<file path="config.mk">
export PLATFORM = sky130hd
export DESIGN_NAME = sdram_port_arbiter
export DESIGN_NICKNAME = d
export VERILOG_FILES = /design/src/rtl/sdram_port_arbiter.sv
export SDC_FILE = /design/constraint.sdc
export NUM_CORES = 1
export LEC_CHECK = 0
export BUFFER_PORTS_ARGS = -buffer_cell sky130_fd_sc_hd__buf_4
export CAP_MARGIN = 30
export CORE_AREA = 2 2 156 158
export CTS_CLUSTER_SIZE = 10
export DETAILED_ROUTE_END_ITERATION = 8
export DIE_AREA = 0 0 158 160
export GPL_ROUTABILITY_DRIVEN = 0
export PLACE_DENSITY_LB_ADDON = 0.08
export SETUP_SLACK_MARGIN = 0.3
export SLEW_MARGIN = 20
export SYNTH_ARGS = -nofsm -noshare
export SYNTH_HDL_FRONTEND = slang
export SYNTH_SLANG_ARGS = --single-unit
</file>
<file path="constraint.sdc">
create_clock -name clk -period 2.7 [get_ports clk]
set_input_delay 0.54 -clock clk [delete_from_list [all_inputs] [get_ports clk]]
set_output_delay 0.54 -clock clk [all_outputs]
set_load 0.01 [all_outputs]
</file>
<file path="src/rtl/sdram_port_arbiter.sv">
// Round-robin front end that multiplexes N client ports onto the SDRAM core's single control port.
// Optional request watchdog is compiled in when SDRAM_ARB_TIMEOUT_EN is defined.
module sdram_port_arbiter #(
  parameter int N_PORTS        = 4,
  parameter int DATA_WIDTH     = 32,
  parameter int ADDR_WIDTH     = 25,
  parameter int WORD_LEN       = DATA_WIDTH / 8,
  parameter int TIMEOUT_CYCLES = 64
) (
  input  logic                          clk,
  input  logic                          rst,
  input  logic [N_PORTS-1:0]            s_rd,
  input  logic [N_PORTS*WORD_LEN-1:0]   s_wr,
  input  logic [N_PORTS*ADDR_WIDTH-1:0] s_addr,
  input  logic [N_PORTS*DATA_WIDTH-1:0] s_write_data,
  output logic [N_PORTS-1:0]            s_rdy,
  output logic [N_PORTS-1:0]            s_rvalid,
  output logic [N_PORTS-1:0]            s_wvalid,
  output logic [N_PORTS-1:0]            s_error,
  output logic [DATA_WIDTH-1:0]         s_read_data,
  output logic                          m_rd,
  output logic [WORD_LEN-1:0]           m_wr,
  output logic [ADDR_WIDTH-1:0]         m_addr,
  output logic [DATA_WIDTH-1:0]         m_write_data,
  input  logic                          m_rdy,
  input  logic                          m_rvalid,
  input  logic                          m_wvalid,
  input  logic [DATA_WIDTH-1:0]         m_read_data,
  input  logic                          m_error,
  output logic                          dbg_state
);

  localparam int PW = (N_PORTS > 1) ? $clog2(N_PORTS) : 1;

  typedef enum logic {
    IDLE = 1'b0,
    BUSY = 1'b1
  } state_t;

  state_t          state, state_nxt;
  logic [PW-1:0]   rr_ptr, rr_ptr_nxt;
  logic [PW-1:0]   owner, owner_nxt;
  logic [PW-1:0]   grant;
  logic [N_PORTS-1:0] req;
  logic            any_req;
  logic            done;
  logic            timeout;

  // Handshake: client p transfers when req[p] & s_rdy[p]; that same cycle the core sees
  // (m_rd | |m_wr) & m_rdy. Completions (rvalid/wvalid/error) are single-cycle pulses, no back-pressure.
  for (genvar p = 0; p < N_PORTS; p++) begin : g_req
    assign req[p] = s_rd[p] | (|s_wr[p*WORD_LEN +: WORD_LEN]);
  end

  assign done      = m_rvalid | m_wvalid | m_error;
  assign dbg_state = (state == BUSY);

  // First requesting port at or after rr_ptr, wrapping modulo N_PORTS.
  always_comb begin
    logic [PW:0]   sum;
    logic [PW-1:0] cand;
    sum     = '0;
    cand    = '0;
    grant   = '0;
    any_req = 1'b0;
    for (int i = 0; i < N_PORTS; i++) begin
      sum = {1'b0, rr_ptr} + (PW+1)'(i);
      if (sum >= (PW+1)'(N_PORTS)) sum = sum - (PW+1)'(N_PORTS);
      cand = sum[PW-1:0];
      if (!any_req && req[cand]) begin
        grant   = cand;
        any_req = 1'b1;
      end
    end
  end

`ifdef SDRAM_ARB_TIMEOUT_EN
  logic [15:0] wd_cnt;

  // Held at zero in IDLE, so the first BUSY cycle sees 0 and the Nth BUSY cycle sees N-1.
  always_ff @(posedge clk) begin
    if (rst || state == IDLE) wd_cnt <= '0;
    else                      wd_cnt <= wd_cnt + 16'd1;
  end

  assign timeout = (state == BUSY) && !done && (wd_cnt == 16'(TIMEOUT_CYCLES - 1));
`else
  assign timeout = 1'b0;
`endif

  always_comb begin
    state_nxt    = state;
    rr_ptr_nxt   = rr_ptr;
    owner_nxt    = owner;
    s_rdy        = '0;
    s_rvalid     = '0;
    s_wvalid     = '0;
    s_error      = '0;
    s_read_data  = '0;
    m_rd         = 1'b0;
    m_wr         = '0;
    m_addr       = '0;
    m_write_data = '0;
    if (!rst) begin
      case (state)
        IDLE: begin
          if (any_req) begin
            m_rd         = s_rd[grant];
            m_wr         = s_wr[grant*WORD_LEN +: WORD_LEN];
            m_addr       = s_addr[grant*ADDR_WIDTH +: ADDR_WIDTH];
            m_write_data = s_write_data[grant*DATA_WIDTH +: DATA_WIDTH];
            s_rdy[grant] = m_rdy;
            if (m_rdy) begin
              state_nxt  = BUSY;
              owner_nxt  = grant;
              rr_ptr_nxt = (grant == PW'(N_PORTS - 1)) ? '0 : grant + 1'b1;
            end
          end
        end
        BUSY: begin
          s_rvalid[owner] = m_rvalid;
          s_wvalid[owner] = m_wvalid;
          s_error[owner]  = m_error | timeout;
          if (m_rvalid) s_read_data = m_read_data;
          if (done || timeout) state_nxt = IDLE;
        end
        default: state_nxt = IDLE;
      endcase
    end
  end

  always_ff @(posedge clk) begin
    if (rst) begin
      state  <= IDLE;
      rr_ptr <= '0;
      owner  <= '0;
    end else begin
      state  <= state_nxt;
      rr_ptr <= rr_ptr_nxt;
      owner  <= owner_nxt;
    end
  end

endmodule

</file>
After elaboration in Yosys (flattened, before gate mapping):

Index checks and enable logic that the tools add are counted.

* add/sub/neg operators: 8
* $mul: 1
* order comparisons: 12
* equal/unequal tests: 1
* shift operators: 3
* muxes and demuxes: 55
* bitwise logic cells: 11
* reduce and logical (&&, ||, !) cells: 13

Operators by type and width (number)
* $mux 32: 6
* $shiftx 128x8->32: 1
* $shiftx 100x8->25: 1
* $mux 25: 3
* $mux 4: 12
* $lt 2x3->1 const B: 6
* $mux 2: 9
* $mux 1: 17
* $and 4x4->4: 4
* $reduce_or 4->1: 4
* $shiftx 16x5->4: 1
* $bmux 1 s2: 5
* $ge 3x3->1 const B: 3
* $sub 2x1->2 const B: 4
* $mul 2x5->7 const B: 1
* $add 2x2->3 const B: 2
* $or 1x1->1: 6
* $logic_and 1x1->1: 5
* $demux 1 s2: 2
* $ge 2x1->1 const B: 2
* $add 2x1->3 const B: 1
* $ge 2x3->1 const B: 1
* $logic_not 1->1: 3
* $reduce_and 3->1: 1
* other kinds (4): 4

* register bits after elaboration: 5
* input port bits: 286
* output and inout bits: 111
* word-level logic and storage cells: 107

Depth between registers and ports, before layout:

* word-level depth: 22
* depth in mapped cells: 10
* depth with buffers taken out: 9

Worst setup path after synthesis:

No wires, ideal clock.

* path type: input to output
* from: input port s_wr[0]
* to: output port s_rdy[3]
* arrival: 2378 ps
* required time: 2160 ps
* slack: -218 ps
* stages: 9
* buffers on the path: 2
* cell sequence: or4_4 o21ai_2 a311oi_2 nor3_4 buf_6 buf_8 ha_1 inv_1 nor3b_1

* cells in the longest elaborated chain, start to end: 22
* elaborated cells on any way between the ends: 33
* those cells by class: order compare (2); mux (21); bitwise (2); reduce/logical (8)

RTL lines
* from (decl): RTL line 13 `input logic [N_PORTS*WORD_LEN-1:0] s_wr,`
* $reduce_or 4->1 (*): RTL line 52 `assign req[p] = s_rd[p] | (|s_wr[p*WORD_LEN +: WORD_LEN]);`
* $or 1x1->1 (*): RTL line 52
* $bmux 1 s2: RTL line 70 `if (!any_req && req[cand]) begin`
* $mux 1 (not written as such): RTL line 70
* $mux 1: RTL line 70
* $logic_not 1->1: RTL line 70
* $logic_and 1x1->1: RTL line 70
* $mux 1: RTL line 70
* [6 not listed]
* $lt 2x3->1 (not written as such) or $ge 2x1->1 (tied branches): RTL line 112 `s_rdy[grant] = m_rdy;`
* $logic_and 1x1->1 (not written as such): RTL line 112
* $mux 1 (not written as such): RTL line 112
* $demux 1 s2: RTL line 112
* $and 4x4->4 (no source line)
* $mux 4 (*): RTL line 107 `if (any_req) begin`
* $mux 4 (*): RTL line 105 `case (state)`
* $mux 4 (*): RTL line 104 `if (!rst) begin`
* to (decl): RTL line 16 `output logic [N_PORTS-1:0] s_rdy,`

Mark *: on every way between the ends. The rest lies on a longest branch, timed or not. The select of a mux whose other input is x is not followed.

Worst setup path in the final report:

* from: input port s_wr[5]
* to: output port m_write_data[4]

* cells in the longest elaborated chain, start to end: 18
* elaborated cells on any way between the ends: 28
* those cells by class: shift (1); mux (19); bitwise (1); reduce/logical (7)

RTL lines
* $reduce_or 4->1 (*): RTL line 52
* $or 1x1->1 (*): RTL line 52
* $bmux 1 s2: RTL line 70
* $mux 1 (not written as such): RTL line 70
* $mux 1: RTL line 70
* $logic_not 1->1: RTL line 70
* $logic_and 1x1->1: RTL line 70
* $mux 1: RTL line 70
* [2 not listed]
* $mux 1: RTL line 70
* $logic_not 1->1: RTL line 70
* $logic_and 1x1->1: RTL line 70
* $mux 2: RTL line 70
* $shiftx 128x8->32: RTL line 111 `m_write_data = s_write_data[grant*DATA_WIDTH +: DATA_WIDTH];`
* $mux 32 (*): RTL line 107
* $mux 32 (*): RTL line 105
* $mux 32 (*): RTL line 104
* to (decl): RTL line 24 `output logic [DATA_WIDTH-1:0] m_write_data,`

Marks and branches as above.

==> impl_results.md <==
- Kind of critical path: primary input to primary output
- Status: complete, but fails checks
- Initial Util: a little under an eighth
- Drt pass-1 iters: 4
- CP Launch Type: primary input
- Power Internal: 0.991 mW
- Die width: roughly 160 µm
- Worst path cell trace: buf_4, or4_4, nor2_4, a311oi_4, nor3_4, buf_6, buf_12, buf_12, buf_16, mux2i_4, o22ai_1, buf_4
- H-tree depth: 1
- Crit path time final: between 3 and 4 ns
- Gate Count Post-Synth: around 330
- Max Root-Sink Buffers: 2
- Clock Tree Root: clkbuf_16
- Post-synthesis sequential element count: 5
- Post-synth top area cell: mux2i_1
- Number of flops mapped to enable cells by yosys: 0
- Port Buffers: 396
- Final Cell Area: between 0.007 and 0.008 mm²
- Synth unique cells: 35
- Top cell type's share of synthesized area: 46.9%
- Hold buffers post-CTS: 0
- Power, Total: 1.49 mW
- Clk_skew: approximately 0.0017 ns
- Clock latency on the worst-skew pair: between 0.2 and 0.25 ns
- Post-synthesis sequential area ratio: roughly 3.7%
- Crit end category: primary output
- Leakage: between 3 and 4 nW
- RSZ-0062 raised after global routing: yes
- Reg2Reg Setup Slack: approximately 0.73 ns
- Worst path slowest cell: or4_4
- Iter 0 DRT Violations: 172
- Nets@finish: between 1,000 and 1,500
- Combinational share of power: approximately four fifths
- Class of the worst hold path: primary input to register
- Global Route Usage Sum: around 14%
- DRT Wirelength: 20.0 mm
- Fraction of layout cells with a size suffix above 1: 71.6%
- Vias per Instance: 4.15
- Routed Antenna Nets: 0
- Synth async-reset ratio: 0%
- Ys flop type: dfxtp_1
- Antenna violations before repair: 1
- First-pass GRT wire length: 27.1 mm
- Worst IR drop on VDD: about 0.16 mV
- Vias in the first global route: ~4,700
- Final Hold Fails: 0
- TritonCTS buffer count: 3
- CTS tree: done
- Synth Net Count: between 600 and 700
- Failing checks: setup timing
- Yosys warns: 0
- Reg power frac: under 10%
- Die Area: 0.0253 mm²
- CP arrival: between 2 and 3 ns
- Die Height: between 150 and 200 µm
- Dominant cells by area after synthesis: mux2i_1 47%, o22ai_1 14%, and3_1 7.4%
- Placed Area: 0.00625 mm²
- CP Max Fanout: 8
- Fmax: 312 MHz
- Slew Viols, Final: 0
- Largest net degree at the start of global routing: 36
- Area Growth Syn to Fin: 181%
- Mean routed wirelength per cell: between 15 and 20 µm
- # setup viols final: 66
- Syn Std Cell Area: about 0.0027 mm²
- Drt drc: 0
- Sw Pwr: 0.498 mW
- Avg Inst Size Synth: between 8 and 9 µm²
- Sw Ratio: about 33%
- Core footprint: 0.0238 mm²
- Worst-path clk slew: roughly 0.030 ns
- Hpwl dp: approximately 16 mm
- Worst EP required: about 2.2 ns
- Power share of the clock group: between 10% and 20%
- Vias after detailed routing: 4,543
- CTS sink cnt: 5
- I/O pins: between 300 and 400
- Total grt overflow: 0
- Worst Tran Pin Value: between 0.4 and 0.5 ns
- Slew margin rel.: between 70% and 80%
- Pwr/cell area: approximately 200 mW/mm²
- Setup slack after layout: -0.501 ns
- Max_cap viols: 0
- Slowest stage delay, CP: ~0.53 ns
- Final Cycle Share: 119%
- # rows: 57
-- timing repair --
| action | 4_1_cts | 5_1_grt |
|---|---|---|
| pin swaps | 8 | 22 |
| endpoints found under the setup margin | 66 | 71 |
| hold endpoints to repair | 0 | 0 |
| buffers inserted | 20 | 5 |
| cloned | 10 | 4 |
| resized for setup | 42 | 79 |
-- per-layer routing --
layer / routed length (µm) / share of wire [%] / vias to the layer above / track usage, %
met3: 1750 / 8.7 / 10 / 3.34
met1: 6760 / 34 / 2139 / 13.8
met2: 11300 / 57 / 215 / 29.3
met5: 0 / 0 / - / 0
met4: 168 / 0.84 / 0 / 2.42
li1: - / - / 2179 / -
-- power groups by stage --
stage / Combinational [mW] / Clock [mW] / Sequential, mW
after floorplan: 0.351 / 0 / 0.0841
after global routing: 1.24 / 0.253 / 0.0868
after global placement: 0.933 / 0 / 0.0863
after CTS: 1.07 / 0.246 / 0.0855
final: 1.16 / 0.240 / 0.0859
after detailed placement: 0.937 / 0 / 0.0863
-- sequential cells by signal (all words and copies together) (netlist names) --
| register | flops |
|---|---|
| owner | 2 |
| rr_ptr | 2 |
| dbg_state | 1 |
-- final cells by class --
class | instances | area, µm²
Fill cell | 2557 | 16300
Timing Repair Buffer | 475 | 4210
Multi-Input combinational cell | 284 | 2740
Tap cell | 324 | 405
Sequential cell | 5 | 100
Clock buffer | 4 | 78.8
Inverter | 3 | 13.8
Antenna cell | 1 | 2.50
-- stage by stage --
step | utilization [%] | instances | hold slack, ns | setup TNS, ns | worst slack, ns
global route | 31.7 | 1096 | 0.615 | -34.73 | -0.593
global placement | 26.2 | 1052 | 0.592 | -27.42 | -0.547
finish | 31.7 | 1096 | 0.592 | -27.95 | -0.501
floorplan | - | 327 | 0.545 | -2.82 | -0.128
CTS | 29.3 | 1086 | 0.598 | -29.79 | -0.506
detailed placement | 26.2 | 1052 | 0.597 | -29.50 | -0.536
-- worst max-delay path: cells and delay by family --
family / cells / cell delay [ns]
AO/OA/AOI/OAI: 2 / 0.23
multiplexers: 1 / 0.24
buffers and inverters: 6 / 0.77
AND/OR/NAND/NOR: 3 / 0.86
-- cells by family (layout without fill, tap and decap cells) --
logic type / after synthesis / after routing / synth area share [%]
buffers and inverters: 38 / 482 / 12.9
AO/OA/AOI/OAI: 72 / 72 / 17.6
flip-flops: 5 / 5 / 3.72
AND/OR/NAND/NOR: 85 / 85 / 18.4
multiplexers: 126 / 126 / 46.9
adder cells (fa/ha/maj): 1 / 1 / 0.465
other: 0 / 1 / 0
-- worst paths after layout --
kind / startpoint / endpoint / cells after the start
hold / removal: rst / dbg_state / 2
setup / recovery: s_wr[5] / m_write_data[4] / 12
hold reg to reg: owner[1] / owner[1] / 2
setup reg to reg: rr_ptr[1] / rr_ptr[1] / 8
-- cells in the mapped netlist (2+ instances only) --
library cell,instances
or4_4,2
nor4_1,4
nor3_1,4
nor4b_1,3
inv_1,2
nor2_1,20
dfxtp_1,5
nor2b_1,2
o22ai_1,61
buf_12,7
buf_8,6
and3_1,32
a21oi_1,2
clkbuf_1,9
nand2_1,7
and2_1,2
nand2b_1,4
buf_2,12
mux2i_1,126
a31oi_1,2
-- cells in the final DEF (no fill, tap or decap), drive strengths merged, types with 2 or more instances in the layout --
cell / count
buf: 470
mux2i: 126
o22ai: 61
and3: 32
nor2: 21
clkbuf: 8
nand2: 8
dfxtp: 5
nor3: 5
nand2b: 4
nor4: 4
inv: 3
nor4b: 3
or4: 2
and2: 2
a21oi: 2
o21ai: 2
a221oi: 2
a31oi: 2
nor2b: 2
No activity file was read; power rests on OpenSTA's default activity.
